<file path="src/rtl/uart_pkg.sv">
// Shared UART transmit definitions: FSM state encoding, oversample ratio and
// the baud-divisor to tick-divisor conversion.
package uart_pkg;

  localparam int OVERSAMPLE     = 16;
  localparam int OS_W           = $clog2(OVERSAMPLE);
  localparam int DEFAULT_DATA_W = 8;

  typedef enum logic [2:0] {
    IDLE   = 3'd0,
    START  = 3'd1,
    DATA   = 3'd2,
    PARITY = 3'd3,
    STOP   = 3'd4
  } tx_state_e;

  // Clocks per oversample tick; a divisor below 16 still yields one tick per clock.
  function automatic logic [15:0] calc_tick_div(input logic [15:0] brd);
    logic [15:0] div;
    div = brd >> OS_W;
    return (div == 16'd0) ? 16'd1 : div;
  endfunction

endpackage

</file>
<file path="src/rtl/uart_tx_fifo.sv">
// Small synchronous byte FIFO with occupancy count; pointers wrap modulo DEPTH
// (DEPTH must be a power of two, at least 2).
module uart_tx_fifo #(
  parameter int WIDTH = 8,
  parameter int DEPTH = 4
) (
  input  logic                     clk,
  input  logic                     reset_n,
  input  logic                     push,
  input  logic                     pop,
  input  logic [WIDTH-1:0]         wdata,
  output logic [WIDTH-1:0]         rdata,
  output logic                     full,
  output logic                     empty,
  output logic [$clog2(DEPTH):0]   count
);

  localparam int PTR_W = $clog2(DEPTH);
  localparam int CNT_W = PTR_W + 1;

  logic [WIDTH-1:0] mem [DEPTH];
  logic [PTR_W-1:0] wr_ptr;
  logic [PTR_W-1:0] rd_ptr;
  logic             do_push;
  logic             do_pop;

  assign full    = (count == CNT_W'(DEPTH));
  assign empty   = (count == '0);
  assign do_push = push && !full;
  assign do_pop  = pop && !empty;
  assign rdata   = mem[rd_ptr];

  // NOTE: non-blocking assignments keep every register sampling pre-edge values.
  always_ff @(posedge clk or negedge reset_n) begin
    if (!reset_n) begin
      wr_ptr <= '0;
      rd_ptr <= '0;
      count  <= '0;
    end else begin
      if (do_push) wr_ptr <= wr_ptr + 1'b1;
      if (do_pop)  rd_ptr <= rd_ptr + 1'b1;
      case ({do_push, do_pop})
        2'b10:   count <= count + 1'b1;
        2'b01:   count <= count - 1'b1;
        default: count <= count;
      endcase
    end
  end

  // NOTE: storage has no reset; entries are only read after being written.
  always_ff @(posedge clk) begin
    if (do_push) mem[wr_ptr] <= wdata;
  end

endmodule

</file>
<file path="src/rtl/uart_tx_ctrl.sv">
// UART transmit controller: buffers bytes, divides the baud clock into 16x
// ticks and frames start/data/parity/stop bits onto a registered tx line.
module uart_tx_ctrl
  import uart_pkg::*;
#(
  parameter int DATA_W     = DEFAULT_DATA_W,
  parameter int FIFO_DEPTH = 4
) (
  input  logic                          clk,
  input  logic                          reset_n,
  input  logic [15:0]                   brd,
  input  logic                          tx_en,
  input  logic                          parity_en,
  input  logic                          parity_odd,
  input  logic                          two_stop,
  input  logic [DATA_W-1:0]             tx_data,
  input  logic                          tx_valid,
  output logic                          tx_ready,
  output logic                          tx_out,
  output logic                          tx_busy,
  output logic [$clog2(FIFO_DEPTH):0]   fifo_count
);

  localparam int IDX_W = $clog2(DATA_W);

  tx_state_e         state;
  tx_state_e         state_nxt;
  logic [DATA_W-1:0] shift;
  logic [DATA_W-1:0] head;
  logic              parity_acc;
  logic [IDX_W-1:0]  bit_idx;
  logic [15:0]       tick_div;
  logic [15:0]       tick_cnt;
  logic [OS_W-1:0]   os_cnt;
  logic              par_en_q;
  logic              par_odd_q;
  logic              two_stop_q;

  logic fifo_full;
  logic fifo_empty;
  logic push;
  logic pop;
  logic tick;
  logic bit_end;
  logic last_data;
  logic last_stop;
  logic can_start;

  uart_tx_fifo #(
    .WIDTH (DATA_W),
    .DEPTH (FIFO_DEPTH)
  ) u_fifo (
    .clk     (clk),
    .reset_n (reset_n),
    .push    (push),
    .pop     (pop),
    .wdata   (tx_data),
    .rdata   (head),
    .full    (fifo_full),
    .empty   (fifo_empty),
    .count   (fifo_count)
  );

  assign tx_ready  = !fifo_full;
  assign push      = tx_valid && tx_ready;
  assign tx_busy   = (state != IDLE) || (fifo_count != '0);

  assign tick      = (state != IDLE) && (tick_cnt == tick_div - 16'd1);
  assign bit_end   = tick && (os_cnt == OS_W'(OVERSAMPLE - 1));
  assign last_data = (bit_idx == IDX_W'(DATA_W - 1));
  assign last_stop = !two_stop_q || bit_idx[0];
  assign can_start = tx_en && !fifo_empty;

  // A new frame starts from IDLE or straight out of the final stop bit.
  assign pop = can_start &&
               ((state == IDLE) || ((state == STOP) && bit_end && last_stop));

  // NOTE: default assignment first so no path through the case infers a latch.
  always_comb begin
    state_nxt = state;
    case (state)
      IDLE:    if (can_start) state_nxt = START;
      START:   if (bit_end) state_nxt = DATA;
      DATA:    if (bit_end && last_data) state_nxt = par_en_q ? PARITY : STOP;
      PARITY:  if (bit_end) state_nxt = STOP;
      STOP:    if (bit_end && last_stop) state_nxt = can_start ? START : IDLE;
      default: state_nxt = IDLE;
    endcase
  end

  always_ff @(posedge clk or negedge reset_n) begin
    if (!reset_n) begin
      state      <= IDLE;
      shift      <= '0;
      parity_acc <= 1'b0;
      bit_idx    <= '0;
      tick_div   <= 16'd1;
      par_en_q   <= 1'b0;
      par_odd_q  <= 1'b0;
      two_stop_q <= 1'b0;
    end else begin
      state <= state_nxt;
      if (pop) begin
        shift      <= head;
        parity_acc <= 1'b0;
        bit_idx    <= '0;
        tick_div   <= calc_tick_div(brd);
        par_en_q   <= parity_en;
        par_odd_q  <= parity_odd;
        two_stop_q <= two_stop;
      end else if (bit_end) begin
        case (state)
          DATA: begin
            shift      <= shift >> 1;
            parity_acc <= parity_acc ^ shift[0];
            bit_idx    <= last_data ? '0 : bit_idx + 1'b1;
          end
          STOP:    bit_idx <= bit_idx + 1'b1;
          default: bit_idx <= bit_idx;
        endcase
      end
    end
  end

  // Tick and oversample counters both restart at every frame boundary.
  always_ff @(posedge clk or negedge reset_n) begin
    if (!reset_n) begin
      tick_cnt <= '0;
      os_cnt   <= '0;
    end else if (state == IDLE) begin
      tick_cnt <= '0;
      os_cnt   <= '0;
    end else if (tick) begin
      tick_cnt <= '0;
      os_cnt   <= os_cnt + 1'b1;
    end else begin
      tick_cnt <= tick_cnt + 16'd1;
    end
  end

  // Registered line driver: follows the state one clock later, so every
  // bit keeps its full period and back-to-back frames abut cleanly.
  always_ff @(posedge clk or negedge reset_n) begin
    if (!reset_n) begin
      tx_out <= 1'b1;
    end else begin
      case (state)
        START:   tx_out <= 1'b0;
        DATA:    tx_out <= shift[0];
        PARITY:  tx_out <= parity_acc ^ par_odd_q;
        default: tx_out <= 1'b1;
      endcase
    end
  end

endmodule

</file>
<file path="config.mk">
export PLATFORM = sky130hd
export DESIGN_NAME = uart_tx_ctrl
export DESIGN_NICKNAME = d
export VERILOG_FILES = /design/src/rtl/uart_pkg.sv /design/src/rtl/uart_tx_fifo.sv /design/src/rtl/uart_tx_ctrl.sv
export SDC_FILE = /design/constraint.sdc
export NUM_CORES = 1
export LEC_CHECK = 0
export ABC_AREA = 1
export CAP_MARGIN = 20
export CORE_MARGIN = 4
export CORE_UTILIZATION = 53
export CTS_CLUSTER_SIZE = 10
export DETAILED_ROUTE_END_ITERATION = 7
export HOLD_SLACK_MARGIN = 0.02
export PLACE_DENSITY = 0.76
export SETUP_SLACK_MARGIN = 0.1
export SLEW_MARGIN = 10
export SYNTH_ARGS = -nofsm -noshare
export SYNTH_HDL_FRONTEND = slang
export SYNTH_HIERARCHICAL = 1
export SYNTH_SLANG_ARGS = --single-unit
</file>
<file path="constraint.sdc">
create_clock -name clk -period 3.1 [get_ports clk]
set_input_delay 0.775 -clock clk [delete_from_list [all_inputs] [get_ports clk]]
set_output_delay 0.775 -clock clk [all_outputs]
set_load 0.02 [all_outputs]
</file>
# Word-level counts from Yosys, hierarchy flattened
# Memory sizes are Yosys's and may differ from the RTL's.
# Index checks and enable logic that the tools add are counted.
dict set report totals {
  regBits 62
  latch_bits 0
  ram_bits 32
  romBits 0
  in_bits 31
  output_inout_bits 6
  wordCells 97
  mem_count 1
}
# memory words width rd rd_clocked_by_memory_dff write_ports line_no
set memory_table {}
lappend memory_table {u_fifo.mem 4 8 1 0 1 uart_tx_fifo.sv:21} ;# logic [WIDTH-1:0] mem [DEPTH];
dict set report op_classes {
  add_sub_neg 8
  n_mul 0
  div_mod_pow 0
  order_cmp 0
  eq_ne 15
  shifts 0
  muxes 27
  bitwise_logic 2
  n_reduce_logical 30
}
# op n
set op_table {}
lappend op_table {{16-bit 2-to-1 mux} 2}
lappend op_table {{3-bit 2-to-1 mux} 9}
lappend op_table {{8-bit 2-to-1 mux} 3}
lappend op_table {{16-bit by 1-bit adder with 16-bit output (second input constant)} 1}
lappend op_table {{16-bit == test} 1}
lappend op_table {{16-bit zero test} 1}
lappend op_table {{16-bit by 1-bit subtractor with 16-bit output (second input constant)} 1}
lappend op_table {{3-bit case mux with 5 select lines} 1}
lappend op_table {{12-bit 2-to-1 mux} 1}
lappend op_table {{3-bit case mux with 2 select lines} 2}
lappend op_table {{1-bit logical AND} 11}
lappend op_table {{3-bit == test (second input constant)} 3}
lappend op_table {{3-bit nonzero test} 3}
lappend op_table {{4-bit 2-to-1 mux} 2}
lappend op_table {{2-bit inequality test (second input constant)} 4}
lappend op_table {{2-bit nonzero test} 4}
lappend op_table {{3-bit by 1-bit adder with 3-bit output (second input constant)} 2}
lappend op_table {{3-bit by 2-bit == test with 1-bit output (second input constant)} 2}
lappend op_table {{3-bit zero test} 2}
lappend op_table {{1-bit 2-to-1 mux} 6}
lappend op_table {{5-bit AND reduction} 1}
lappend op_table {{2-bit by 1-bit adder with 2-bit output (second input constant)} 2}
lappend op_table {{4-bit by 1-bit adder with 4-bit output (second input constant)} 1}
lappend op_table {{4-bit == test (second input constant)} 1}
lappend op_table {{10 further kinds} 16}

# Logic depth before layout (Yosys ltp)
# Gate-level depths: netlist of the first run.
dict set report depth {
  depth_word 11
  ltp_mapped 27
  ltp_nobuf 26
}

# Modules after synthesis
# Netlist of the first run, hierarchy kept.
# mod n_inst cells_per_inst area_per_inst_um2 seq_area_each_um2
set by_module_without_submodules {}
lappend by_module_without_submodules {uart_tx_ctrl 1 438 3109.2 1278.7}
lappend by_module_without_submodules {uart_tx_fifo 1 154 1751.7 1136.1}

# Worst setup path before layout of the first run
# No wires, ideal clock.
dict set report synth_timing {
  kind {reg2reg}
  start {reg tick_div[0]}
  end {reg u_fifo.count[2]}
  setup_ps 118
  t_arrival_ps 3008
  required_time_ps 2982
  slack_ps -26
  stages_incl_launch_ff 24
  path_buffers 1
  synth_period_minus_slack_ps 3126
  cell_sequence {dfstp_2 > inv_2 > ha_1 > xor2_1 > nand3_1 > nor2_1 > nand3_1 > nor2_2 > nand2_2 > nor2_4 > nand4_2 > nand2_2 > nand2_2 > inv_2 > buf_6 > nand2_1 > inv_1 > ha_1 > inv_1 > fa_1 > nand2_1 > nand3_1 > nand2_1 > nand2_1}
}
dict set report synth_via {
  elab_chain_cells 11
  word_cells_on_any_way 13
  classes_between {add/sub: 1; eq/ne: 3; mux: 1; reduce/logical: 8}
}
# item line_no
set synth_rtl {}
lappend synth_rtl {{start, declared} uart_tx_ctrl.sv:32} ;# logic [15:0] tick_div;
lappend synth_rtl {{start signal, assigned} uart_tx_ctrl.sv:107} ;# tick_div <= calc_tick_div(brd);
lappend synth_rtl {{16-bit by 1-bit subtractor with 16-bit output *} uart_tx_ctrl.sv:68} ;# assign tick = (state != IDLE) && (tick_cnt == tick_div - 16'd1);
lappend synth_rtl {{16-bit == test *} uart_tx_ctrl.sv:68}
lappend synth_rtl {{1-bit logical AND *} uart_tx_ctrl.sv:68}
lappend synth_rtl {{1-bit logical AND *} uart_tx_ctrl.sv:69} ;# assign bit_end = tick && (os_cnt == OS_W'(OVERSAMPLE - 1));
lappend synth_rtl {{1-bit logical AND * (2 in series)} uart_tx_ctrl.sv:76} ;# ((state == IDLE) || ((state == STOP) && bit_end && last_stop));
lappend synth_rtl {{1-bit logical OR *} uart_tx_ctrl.sv:76}
lappend synth_rtl {{1-bit logical AND *} uart_tx_ctrl.sv:75} ;# assign pop = can_start &&
lappend synth_rtl {{via pop} uart_tx_ctrl.sv:42} ;# logic pop;
lappend synth_rtl {{1-bit logical AND *} uart_tx_fifo.sv:30} ;# assign do_pop = pop && !empty;
lappend synth_rtl {{via u_fifo.do_pop} uart_tx_fifo.sv:25} ;# logic do_pop;
lappend synth_rtl {{2-bit by 1-bit == test with 1-bit output / 2-bit == test (equally long branches)} uart_tx_fifo.sv:42} ;# case ({do_push, do_pop})
lappend synth_rtl {{3-bit case mux with 2 select lines / 2-bit nonzero test (equally long branches)} n/a}
lappend synth_rtl {{end signal, assigned} uart_tx_fifo.sv:43} ;# 2'b10: count <= count + 1'b1;
lappend synth_rtl {{end signal, assigned} uart_tx_fifo.sv:44} ;# 2'b01: count <= count - 1'b1;
lappend synth_rtl {{end signal, assigned} uart_tx_fifo.sv:45} ;# default: count <= count;
lappend synth_rtl {{end, declared} uart_tx_fifo.sv:15} ;# output logic [$clog2(DEPTH):0] count
# Mark *: on every way through the listed nets, which the timed path passes. The rest lies on a longest branch.
# A chain may end at the register's enable or synchronous reset.

# Worst setup path in the final report of the first run
dict set report layout_timing {
  start {reg tick_div[0]}
  end {reg u_fifo.count[2]}
}
dict set report layout_via {
  elab_chain_cells 11
  word_cells_on_any_way 13
  classes_between {add/sub: 1; eq/ne: 3; mux: 1; reduce/logical: 8}
}
# item line_no
set layout_rtl {}
lappend layout_rtl {{16-bit by 1-bit subtractor with 16-bit output *} uart_tx_ctrl.sv:68}
lappend layout_rtl {{16-bit == test *} uart_tx_ctrl.sv:68}
lappend layout_rtl {{1-bit logical AND *} uart_tx_ctrl.sv:68}
lappend layout_rtl {{1-bit logical AND *} uart_tx_ctrl.sv:69}
lappend layout_rtl {{1-bit logical AND * (2 in series)} uart_tx_ctrl.sv:76}
lappend layout_rtl {{1-bit logical OR *} uart_tx_ctrl.sv:76}
lappend layout_rtl {{1-bit logical AND *} uart_tx_ctrl.sv:75}
lappend layout_rtl {{1-bit logical AND *} uart_tx_fifo.sv:30}
lappend layout_rtl {{via u_fifo.do_pop} uart_tx_fifo.sv:25}
lappend layout_rtl {{2-bit by 1-bit == test with 1-bit output / 2-bit == test (equally long branches)} uart_tx_fifo.sv:42}
lappend layout_rtl {{3-bit case mux with 2 select lines / 2-bit nonzero test (equally long branches)} n/a}
# Marks and branches as above.

==> results of run 1 <==
-- critical path: stages, from the launching register on --
cell,delay (ps)
dfstp_2,540
inv_2,50
ha_4,260
xor2_2,160
nand3_2,80
nor2_1,110
nand3_1,90
nor2_2,100
nand2_2,90
nor2_4,160
nand4_4,100
nand2_2,90
nand2_2,60
inv_2,80
nand2_4,50
inv_2,60
ha_4,120
inv_2,40
fa_2,350
nand2_1,90
nand3_1,70
nand2_1,60
nand2_1,50
-- metrics by stage --
step                hold WS, ps  setup TNS (ps)  utilization, %  setup slack (ps)
finish                      509               0            63.8               145
global route                527           -95.9            63.8             -75.5
CTS                         508               0            62.8               123
detailed placement          486               0            60.6              29.8
global placement            477               0            60.6               113
floorplan                   449               0               -              71.0
-- routing by layer --
layer	GRT usage (%)	wire (µm)	vias to the layer above
met1	24.0	4400	1841
li1	-	-	1991
met3	3.36	288	18
met5	0	0	-
met4	7.22	163	0
met2	33.8	4940	60
-- where the power goes --
group          switching (mW)  internal, mW
registers               0.284          1.59
clock network           0.420         0.320
logic                    1.38         0.851
-- state kept, by name, indices dropped and copies added, names as in the netlist, 3 cells and up --
register and count:
tick_div 12, os_cnt 4, u_fifo/count 3, state 3
shift 8, u_fifo/mem 32, bit_idx 3, tick_cnt 16
-- cell usage in the layout, fill, tap and decap left out, drive strengths merged, types with 3 or more instances in the layout --
| cell type | count |
|---|---|
| dfrtp | 56 |
| o211ai | 16 |
| nand4 | 11 |
| nor3 | 7 |
| nand3b | 3 |
| xnor2 | 3 |
| clkdlybuf4s50 | 31 |
| o21ai | 36 |
| ha | 10 |
| nor2 | 70 |
| or2 | 3 |
| a21oi | 10 |
| nor4 | 3 |
| edfxtp | 32 |
| buf | 17 |
| clkbuf | 11 |
| nand2 | 165 |
| xor2 | 9 |
| inv | 100 |
| nand3 | 39 |
-- timing repair --
action,CTS,global route
cloned,0,0
pin swaps,2,5
setup endpoints to repair,2,3
gates resized for setup,1,17
buffers inserted,1,3
-- worst max-delay path by stage --
stage                       to  slack [ps]        start
6_report       u_fifo/count[2]         140  tick_div[0]
4_1_cts        u_fifo/count[1]         120  tick_div[0]
3_3_place_gp   u_fifo/count[2]         110  tick_div[0]
3_5_place_dp   u_fifo/count[1]          30  tick_div[0]
5_1_grt        u_fifo/count[2]         -80  tick_div[4]
2_1_floorplan  u_fifo/count[1]          70  tick_div[0]
-- final cells by class --
type,instances,area [µm²],area share [%]
flip-flops and latches,90,2410,43.0
multi-input cells,393,2090,37.1
repair buffers,48,435,7.75
inverters,98,368,6.55
clock buffers,11,141,2.52
well taps,108,135,2.40
clock inverters,5,38.8,0.690
-- kinds of logic after synthesis --
group / after synthesis
AO/OA/AOI/OAI: 67
flip-flops: 90
XOR/XNOR: 12
adder cells (fa/ha/maj): 11
buffers and inverters: 109
multiplexers: 1
AND/OR/NAND/NOR: 302
==> flow_metrics.tcl, run 1 <==
set metrics [dict create \
    status "complete, no violations" \
    max_freq_mhz 338 \
    yosys.area_share.simple_pct 27.3 \
    async_flop_share_pct 64.4 \
    wl_per_cell_um 13.0 \
    yosysTopAreaCell "dfrtp_1" \
    hold_start "two_stop_q" \
    yosys_register_bits 90 \
    gp_congestion 0.906 \
    cts_buffer_depth 2 \
    end_kind "flop" \
    r2r_start "tick_div[0]" \
    ys.flop_type "dfrtp_1" \
    fp.coreArea_um2 8810 \
    ios 37 \
    yosysWarningCount 6 \
    portBuffers 32 \
    syn_area_per_cell_um2 8.21 \
    clk_pin_slew_ps 90 \
    drtIter0Drc 167 \
    required_ps 3350 \
    num-nets-final 682 \
    stdcell_count 753 \
    vdd_drop_max_v 0.000391 \
    antenna_left 0 \
    synth_area_um2 4860 \
    grt_start_max_net_pins 42 \
    yosys.area.top_type_share_pct 28.8 \
    syn_nets 634 \
    die_h_um 104 \
    place_hpwl_um 7220 \
    clk_latency_ps 360 \
    power_per_cell_area_nw_per_um2 863 \
    synth_area_leaders "dfrtp_1 29%, edfxtp_1 20%, nand2_1 12%, inv_1 6.9%, nor2_1 4.9%" \
    grt_pass1_wl_um 17100 \
    synth.most_common_cell "nand2_1" \
    synth_top_family_by_area "simple AND/OR/NAND/NOR gates" \
    finalHoldViolations 0 \
    reg2reg_to "u_fifo/count[2]" \
    crit_fanout 3 \
    antenna_found_initial 0 \
    fin_total_pwr_mw 4.85 \
    timing.final.crit_share_pct 95.3 \
    start_util_pct 55.2 \
    whs_path_depth 2 \
    finalSetupViolCount 0 \
    hp-class "flop to flop" \
    cts-root-buf "clkbuf_8" \
    nFillCells 693 \
    track_usage_pct 19.3 \
    critPathKind "flop to flop" \
    ys_top_cells_by_count "159 x nand2_1, 89 x inv_1, 64 x nor2_1" \
    tightestPinTransition_ps 902 \
    drt-total-wl_um 9800 \
    syn_inst 592 \
    startpoint_type "flop" \
    cts-htree-levels 3 \
    drt_pass1_iterations 4 \
    ys_seq_area_share_pct 49.7 \
    fin_crit_ps 2960 \
    reg2reg_depth 22 \
    cts_tree "built" \
    cap_violations 0 \
    drc 0 \
    placed_cells 733 \
    clock-sinks 90 \
    ys_types 41 \
    drive_gt1_share_pct 12.7 \
    rows 34 \
    die_w_um 104 \
    slew_headroom_pct 39.9 \
    r2r_slack_ps 140 \
    drv_slew 0 \
    cts_buffers 9 \
    skew_ps 15.8 \
    grt_pass1_vias 3816 \
    overflow 0 \
    ctsHoldBuffers 0 \
    place_area_um2 5340 \
    rsz0062_at_grt "true" \
    synth.area.mux_share_pct 0.206 \
    vias 3910 \
    p_leak_nw 2.64 \
    synth_xor_area_share_pct 2.16 \
    fin_area_um2 5620 \
    synth_edf_count 32 \
    antenna_cells 0 \
    synthAdderAreaFrac_pct 2.99 \
    hold_path_end "two_stop_q" \
    cp.arrival_ps 3210 \
    dieArea_um2 10800 \
    via_per_inst 5.19 \
    area_delta_synth_final_pct 15.6 \
    synth_compound_area_share_pct 8.11 \
]
Note: power is estimated with default switching activity, not from simulation.
==> run 2, diff against run 1 <==
--- a/config.mk
+++ b/config.mk
@@ -11,11 +11,10 @@
 export CORE_UTILIZATION = 53
 export CTS_CLUSTER_SIZE = 10
 export DETAILED_ROUTE_END_ITERATION = 7
-export HOLD_SLACK_MARGIN = 0.02
-export PLACE_DENSITY = 0.76
+export HOLD_SLACK_MARGIN = 0.03
+export PLACE_DENSITY = 0.77
 export SETUP_SLACK_MARGIN = 0.1
 export SLEW_MARGIN = 10
 export SYNTH_ARGS = -nofsm -noshare
 export SYNTH_HDL_FRONTEND = slang
-export SYNTH_HIERARCHICAL = 1
 export SYNTH_SLANG_ARGS = --single-unit
==> flow_metrics.tcl, run 2 <==
set metrics [dict create \
    r2r_start "tick_div[0]" \
    place_area_um2 5100 \
    r2r_slack_ps 50 \
    combPwrFrac_pct 2.8 \
    slew_headroom_pct 50.2 \
    switching_share_pct 22.0 \
    drv_slew 0 \
    yosys_register_bits 90 \
    vias 3728 \
    fin_total_pwr_mw 2.10 \
    ys.flop_type "dfrtp_1" \
    fp.coreArea_um2 8340 \
    antenna_found_initial 0 \
    top_regs "u_fifo.mem (32), tick_cnt (16), tick_div (12)" \
    rows 33 \
    synth_area_um2 4630 \
    drive_gt1_share_pct 11.4 \
    reg2reg_depth 22 \
    ys_top_cells_by_count "131 x nand2_1, 72 x inv_1, 68 x nor2_1" \
    cap_violations 0 \
    utilization_pct 64.9 \
    ys_types 39 \
    synth_edf_count 32 \
    num-nets-final 636 \
    hold_ws_ps 489 \
    p_int_mw 1.64 \
    portBuffers 32 \
    hp-class "flop to flop" \
    startpoint_type "flop" \
    drtIter0Drc 117 \
    ys_seq_area_share_pct 52.2 \
    crit_start "tick_div[0]" \
    finalHoldViolations 0 \
    cp.arrival_ps 3310 \
    die_h_um 101 \
    cp_num_buf_inv 4 \
    via_per_inst 5.30 \
    antenna_cells 0 \
    clock-sinks 90 \
    yosysWarningCount 0 \
    critPathKind "flop to flop" \
    crit_cells 22 \
    cts_buffer_depth 2 \
    reg2reg_to "u_fifo.count[2]" \
    drt-total-wl_um 9490 \
    fin_crit_ps 3050 \
    grt_start_max_net_pins 59 \
    start_util_pct 55.5 \
    critPathMaxStageDelay_ps 580 \
    gp_congestion 0.881 \
    largest_reg_flops 32 \
    path_cells "inv_4 > ha_4 > inv_2 > nand2_2 > nand2_2 > nor2_2 > nand2_1 > nor2_1 > nand2_1 > nor2_1 > nand3_1 > nor2_4 > nand4_4 > nand2_4 > nand2_4 > clkinv_4 > ha_4 > inv_4 > fa_2 > a21oi_2 > o21ai_1 > xor2_1" \
    area_delta_synth_final_pct 16.9 \
    layout.cells.most_common "nand2_1" \
    vdd_drop_max_v 0.000311 \
    power_per_cell_area_nw_per_um2 389 \
    tightestPinTransition_ps 747 \
    status "complete, no violations" \
    drt_pass1_iterations 5 \
    track_usage_pct 20.1 \
    cts_tree "built" \
    die_w_um 101 \
    crit_fanout 3 \
    rsz0062_at_grt "true" \
    async_flop_share_pct 64.4 \
    p_leak_nw 2.33 \
    final_cell_mix "129 x nand2_1, 70 x inv_1, 66 x nor2_1, 56 x dfrtp_1, 32 x edfxtp_1" \
    clk_pin_slew_ps 90 \
    cts_buffers 9 \
    regMostFlops "u_fifo.mem" \
    synth_area_leaders "dfrtp_1 30%, edfxtp_1 21%, nand2_1 11%, inv_1 5.8%, nor2_1 5.5%" \
    skew_ps 9.98 \
    place_hpwl_um 6700 \
    syn_inst 544 \
    ctsHoldBuffers 0 \
    cts-root-buf "clkbuf_8" \
    max_freq_mhz 328 \
    fin_area_um2 5410 \
    cts-htree-levels 3 \
    stdcell_count 704 \
    finalSetupViolCount 0 \
    placed_cells 679 \
    syn_nets 586 \
    seq_power_share_pct 58.5 \
    cp_slowest_cell "dfstp_2" \
    yosysTopAreaCell "dfrtp_1" \
    end_kind "flop" \
    drc 0 \
    p_switching_mw 0.462 \
    timing.final.crit_share_pct 98.4 \
    syn_area_per_cell_um2 8.51 \
    cp_top_family "simple AND/OR/NAND/NOR gates" \
    yosys.area.top_type_share_pct 30.3 \
    critPathCapture "u_fifo.count[2]" \
    antenna_left 0 \
    overflow 0 \
    synth.most_common_cell "nand2_1" \
    wl_per_cell_um 13.5 \
    dieArea_um2 10300 \
    clk_latency_ps 370 \
    ios 37 \
    required_ps 3350 \
    grt_pass1_vias 3769 \
    p_clk_share_pct 38.7 \
    grt_pass1_wl_um 16400 \
]
-- run 2: how the worst min path moves through the flow --
stage	start	endpoint	slack, ps	cells after the start
2_1_floorplan	state[0]	tx_out	450	1
5_1_grt	state[0]	tx_out	510	1
3_5_place_dp	state[0]	tx_out	480	1
6_report	state[0]	tx_out	490	1
3_3_place_gp	state[0]	tx_out	480	1
4_1_cts	state[0]	tx_out	490	1
-- run 2: power groups by stage --
stage / registers, mW / logic, mW / clock network, mW
final: 1.23 / 0.0588 / 0.814
after global routing: 1.23 / 0.0654 / 0.889
after CTS: 1.23 / 0.0600 / 0.832
after detailed placement: 1.26 / 0.0599 / 0
after global placement: 1.26 / 0.0590 / 0
after floorplan: 1.26 / 0.00464 / 0
-- run 2: cells by family after synthesis --
logic type | share of synthesized area [%]
XOR/XNOR | 3.03
AND/OR/NAND/NOR | 23.1
adder cells (fa/ha/maj) | 3.14
buffers and inverters | 7.95
flip-flops | 52.2
AO/OA/AOI/OAI | 10.6
-- run 2: metal layers --
layer  GRT usage (%)  part of all wire, %  up-vias
met5               0                    0        -
met2            35.7                   51       79
li1                -                    -     1860
met4            8.79                  2.2        0
met3            3.99                  3.7       16
met1            23.5                   43     1773
-- run 2: final cells by class --
cell class | instances | area [µm²]
inverter | 79 | 310
clock buffer | 9 | 124
sequential | 90 | 2410
timing repair buffer | 49 | 455
multi-input combinational | 365 | 1900
tap | 105 | 131
clock inverter | 7 | 76.3
fill | 673 | 2930
-- run 2: stage by stage --
stage | worst slack, ps | setup TNS, ps
2_1_floorplan | 63.1 | 0
3_3_place_gp | 82.2 | 0
3_5_place_dp | -33.0 | -33.0
4_1_cts | 82.3 | 0
5_1_grt | -121 | -121
6_report | 48.6 | 0
-- run 2: timing repair --
item	in CTS	in global routing
setup endpoints to repair	7	8
resized for setup	4	8
pin swaps	5	4
setup buffers	3	6
